--- src/rtl/add_sub_arbiter_pkg.sv ---
// Shared types and constants for the add/sub arbiter slice.
package add_sub_arbiter_pkg;

  localparam int unsigned DEFAULT_WIDTH = 4;

  localparam logic MODE_ADD = 1'b0;
  localparam logic MODE_SUB = 1'b1;

  typedef enum logic [1:0] {
    ST_IDLE = 2'd0,
    ST_EXEC = 2'd1,
    ST_DONE = 2'd2
  } state_t;

endpackage

--- src/rtl/add_sub_arbiter_addsub_core.sv ---
// Combinational WIDTH-bit ripple adder-subtractor (subtract = A + ~B + 1).
module addsub_core
  import add_sub_arbiter_pkg::*;
#(
  parameter int unsigned WIDTH = DEFAULT_WIDTH
) (
  input  logic [WIDTH-1:0] A,
  input  logic [WIDTH-1:0] B,
  input  logic             MODE,
  output logic [WIDTH-1:0] SUM,
  output logic             COUT,
  output logic             OVF
);

  logic             sub;
  logic [WIDTH-1:0] bx;
  logic [WIDTH:0]   c;

  assign sub = (MODE == MODE_SUB);

  // Ripple carry chain; OVF compares carry into and out of the MSB
  always_comb begin
    SUM  = '0;
    c    = '0;
    bx   = B ^ {WIDTH{sub}};
    c[0] = sub;
    for (int unsigned i = 0; i < WIDTH; i++) begin
      SUM[i]  = A[i] ^ bx[i] ^ c[i];
      c[i+1]  = (A[i] & bx[i]) | (c[i] & (A[i] ^ bx[i]));
    end
    COUT = c[WIDTH];
    OVF  = c[WIDTH] ^ c[WIDTH-1];
  end

endmodule

--- src/rtl/add_sub_arbiter.sv ---
// Round-robin arbiter sharing one add/sub core between two requesters.
module add_sub_arbiter
  import add_sub_arbiter_pkg::*;
#(
  parameter int unsigned WIDTH = DEFAULT_WIDTH
) (
  input  logic             CLK,
  input  logic             RST_N,
  input  logic             REQ0,
  input  logic             MODE0,
  input  logic [WIDTH-1:0] A0,
  input  logic [WIDTH-1:0] B0,
  input  logic             REQ1,
  input  logic             MODE1,
  input  logic [WIDTH-1:0] A1,
  input  logic [WIDTH-1:0] B1,
  output logic             GNT0,
  output logic             GNT1,
  output logic             DONE0,
  output logic             DONE1,
  output logic             BUSY,
  output logic [WIDTH-1:0] SUM,
  output logic             COUT,
  output logic             OVF
);

  state_t           state, state_nx;
  logic             grant;
  logic             sel;
  logic             last;
  logic             op_port;
  logic             op_mode;
  logic [WIDTH-1:0] op_a, op_b;
  logic [WIDTH-1:0] core_sum;
  logic             core_cout, core_ovf;

  addsub_core #(.WIDTH(WIDTH)) u_core (
    .A    (op_a),
    .B    (op_b),
    .MODE (op_mode),
    .SUM  (core_sum),
    .COUT (core_cout),
    .OVF  (core_ovf)
  );

  // State register
  always_ff @(posedge CLK or negedge RST_N) begin
    if (!RST_N) state <= ST_IDLE;
    else        state <= state_nx;
  end

  // Arbitration and next-state: a tie goes to the port that was not served last
  always_comb begin
    state_nx = state;
    grant    = 1'b0;
    sel      = 1'b0;
    case (state)
      ST_IDLE: begin
        if (REQ0 || REQ1) begin
          grant    = 1'b1;
          sel      = (REQ0 && REQ1) ? ~last : REQ1;
          state_nx = ST_EXEC;
        end
      end
      ST_EXEC: state_nx = ST_DONE;
      ST_DONE: state_nx = ST_IDLE;
      default: state_nx = ST_IDLE;
    endcase
  end

  // Operand capture, grant/done pulses and result registers
  always_ff @(posedge CLK or negedge RST_N) begin
    if (!RST_N) begin
      last    <= 1'b1;
      op_port <= 1'b0;
      op_mode <= MODE_ADD;
      op_a    <= '0;
      op_b    <= '0;
      GNT0    <= 1'b0;
      GNT1    <= 1'b0;
      DONE0   <= 1'b0;
      DONE1   <= 1'b0;
      SUM     <= '0;
      COUT    <= 1'b0;
      OVF     <= 1'b0;
    end else begin
      case (state)
        ST_IDLE: begin
          if (grant) begin
            op_port <= sel;
            op_mode <= sel ? MODE1 : MODE0;
            op_a    <= sel ? A1 : A0;
            op_b    <= sel ? B1 : B0;
            last    <= sel;
            GNT0    <= ~sel;
            GNT1    <= sel;
          end
        end
        ST_EXEC: begin
          GNT0  <= 1'b0;
          GNT1  <= 1'b0;
          SUM   <= core_sum;
          COUT  <= core_cout;
          OVF   <= core_ovf;
          DONE0 <= ~op_port;
          DONE1 <= op_port;
        end
        ST_DONE: begin
          DONE0 <= 1'b0;
          DONE1 <= 1'b0;
        end
        default: begin
          GNT0  <= 1'b0;
          GNT1  <= 1'b0;
          DONE0 <= 1'b0;
          DONE1 <= 1'b0;
        end
      endcase
    end
  end

  assign BUSY = (state != ST_IDLE);

endmodule

--- config.mk ---
export PLATFORM = sky130hd
export DESIGN_NAME = add_sub_arbiter
export DESIGN_NICKNAME = d
export VERILOG_FILES = /design/src/rtl/add_sub_arbiter_pkg.sv /design/src/rtl/add_sub_arbiter_addsub_core.sv /design/src/rtl/add_sub_arbiter.sv
export SDC_FILE = /design/constraint.sdc
export NUM_CORES = 1
export LEC_CHECK = 0
export ABC_AREA = 1
export BUFFER_PORTS_ARGS = -buffer_cell sky130_fd_sc_hd__clkbuf_2
export CORE_MARGIN = 2
export CORE_UTILIZATION = 50
export CTS_CLUSTER_DIAMETER = 30
export CTS_CLUSTER_SIZE = 25
export DETAILED_ROUTE_END_ITERATION = 8
export HOLD_SLACK_MARGIN = 0.05
export PLACE_DENSITY = 0.77
export SLEW_MARGIN = 40
export SYNTH_ARGS = -nofsm -noshare
export SYNTH_HDL_FRONTEND = slang
export SYNTH_SLANG_ARGS = --single-unit
--- constraint.sdc ---
create_clock -name CLK -period 3 [get_ports CLK]
set_input_delay 0.3 -clock CLK [delete_from_list [all_inputs] [get_ports CLK]]
set_output_delay 0.3 -clock CLK [all_outputs]
set_load 0.1 [all_outputs]
==> metrics <==
status finished clean; async set-reset flop share out of synthesis 100%; vias 934; dpl hpwl 1670 um; most frequent cells after synthesis nand2_1, dfrtp_1, inv_1; Die Y 53.2 um; sequential area share after synthesis 47.7%; drc violations 0; Post-synth EDFFs 0; ys flop type dfrtp_1; Longest Clk Path Bufs 2; worst hold slack 0.273 ns; worst-margin pin slew 0.533 ns; Final setup viols 0; max incr delay on CP 0.41 ns; MaxCap Viol Count 0; GP Congestion 0.805; crit path cell chain inv_1 -> or2_2 -> o21ai_0 -> fa_1 -> fa_1 -> inv_1 -> fa_1 -> nand2_1 -> nand2_1; Die X 53.2 um; Starting Density 53.6%; vias per cell 4.72; cell count after synthesis 137; Resize count post-CTS 0; final critical-path required period 2.19 ns; total CTS buffers 3; CP Buf/Inv Count 2; DRT iter0 DRCs 9; placed standard-cell area 1380 sq um; clock network latency to the later pin of the worst-skew pair 0.31 ns; Core ar. 2250 sq um; area grow syn2layout 16.8%; CTS tree built; Avg WL per Cell 10.5 um; TritonRoute pass-1 iters 4; Max Slew Vio Count 0; synthesized cell area 1210 sq um; Total Wirelength 2070 um; Syn Area/Cell 8.82 sq um; crit path from op_b[0]$_DFFE_PN0P_; top-count cell post-synth nand2_1; initial antenna violation count 0; Min-Delay Path Class in -> reg; final worst-path cycle share 72.9%; Final TNS setup 0 ns; Post-Layout Inst Area 1410 sq um; share of layout cells above drive strength 1 30.6%; hold path start A1[1]; CP startpoint kind register; crit-path max FO 3; Ys Warns 0; post-synth top area cell dfrtp_1; Net Count, Synth 162; row count 17; slowest cell on the critical path dfrtp_1; # diodes 0; Crit path top cell by count fa_1; number of global-route vias before repair 864; ANT nets after route 0; Hold Fails Final Rpt 0; Worst-path clk slew 0.12 ns; Worst slew margin 64.5%; largest net degree at the start of global routing 24; CTS Sinks 23; cts hold-fix bufs 1; worst r2r src op_b[0]$_DFFE_PN0P_; final core utilization 62.6%; Crit path max-delay family adder cells; buffer count from post-CTS setup fixing 0; GRT Total Usage 17.7%; WP data arrival 2.41 ns; Synth top area share 45.5%; H-tree depth 1; gr ovfl total 0; Critical Path End Type register; Yosys reg bits 23; cell chosen for the clock root clkbuf_4; global-route wire length before repair 3550 um; I/O Buffers 32; I/O pin total 33; nets 196; unique cell type count in the Yosys netlist 22; die footprint 2830 sq um; setup repair after global routing missed its margin no; required time of the critical path 3.22 ns; Achievable Freq 0.458 GHz; clk_skew 0.0105 ns; dominant cells by area after synthesis dfrtp_1, nand2_1, a21oi_2, inv_1, nand3b_1; Crit Path Class reg -> reg
-- logic make-up after synthesis --
logic type	count (synthesis)	share of synthesized area, %
fa+ha+maj	3	4.97
compound gates	18	10.4
flops	23	47.7
simple gates	63	24.8
xor+xnor	4	2.90
buf+inv	26	9.21
-- path summary, 6_finish.rpt --
check                                      end  slack, ns  depth (start not counted)
setup / recovery            SUM[3]$_DFFE_PN0N_       0.81                          9
hold / removal             op_a[1]$_DFFE_PN0P_       0.27                          4
setup reg to reg            SUM[3]$_DFFE_PN0N_       0.81                          9
hold reg to reg              DONE0$_DFFE_PN0N_       0.47                          1
max in group asynchronous   SUM[0]$_DFFE_PN0N_       2.16                          2
min in group asynchronous    DONE0$_DFFE_PN0N_       0.48                          2
-- layer usage --
metal | vias to the layer above | track usage, % | wire (um)
met5 | - | 0 | 0
met4 | 0 | 10.3 | 51
met3 | 5 | 2.82 | 121
met2 | 32 | 30.0 | 967
met1 | 408 | 21.0 | 929
li1 | 489 | - | -
-- state kept, by name, indices dropped and copies added, names as in the netlist, 2 cells and up --
name and count:
op_a 4, op_b 4, SUM 4, state 2
-- through the flow --
step / setup slack (ns) / cells
after floorplan: 0.916 / 137
after CTS: 0.793 / 198
after global placement: 0.879 / 193
final: 0.814 / 198
after detailed placement: 0.827 / 193
after global routing: 0.726 / 198
-- layout by cell type (no fill, tap or decap) --
master	n
nand2_2	1
or2_2	1
o21ai_0	1
nand3b_1	9
xor2_1	2
nor2_1	1
dfstp_2	1
clkbuf_4	3
nor2_4	2
nand2_1	46
dfrtp_1	22
o21ai_1	7
a31oi_1	1
inv_1	20
nand2_4	1
fa_1	3
nand3_1	2
xnor2_1	2
dlygate4sd3_1	1
inv_2	2
clkbuf_1	1
a21oi_2	9
clkbuf_2	32
-- worst register-to-register path: cells and delay by family (launching register included) --
kind	cells	cell delay [ns]
AO/OA/AOI/OAI	1	0.10
buffers and inverters	2	0.16
adder cells (fa/ha/maj)	3	1.21
AND/OR/NAND/NOR	3	0.23
flip-flops	1	0.41
-- final cells by class --
class                   count  area [sq um]
repair buffers             33           170
fillers                   209           843
clock buffers               4          26.3
multi-input cells          88           520
flip-flops and latches     23           577
well taps                  28          35.0
inverters                  22          82.6
Power is left out: the tool's default activity adds up to more than one toggle a clock period on the data nets, which glitch-free logic cannot reach.
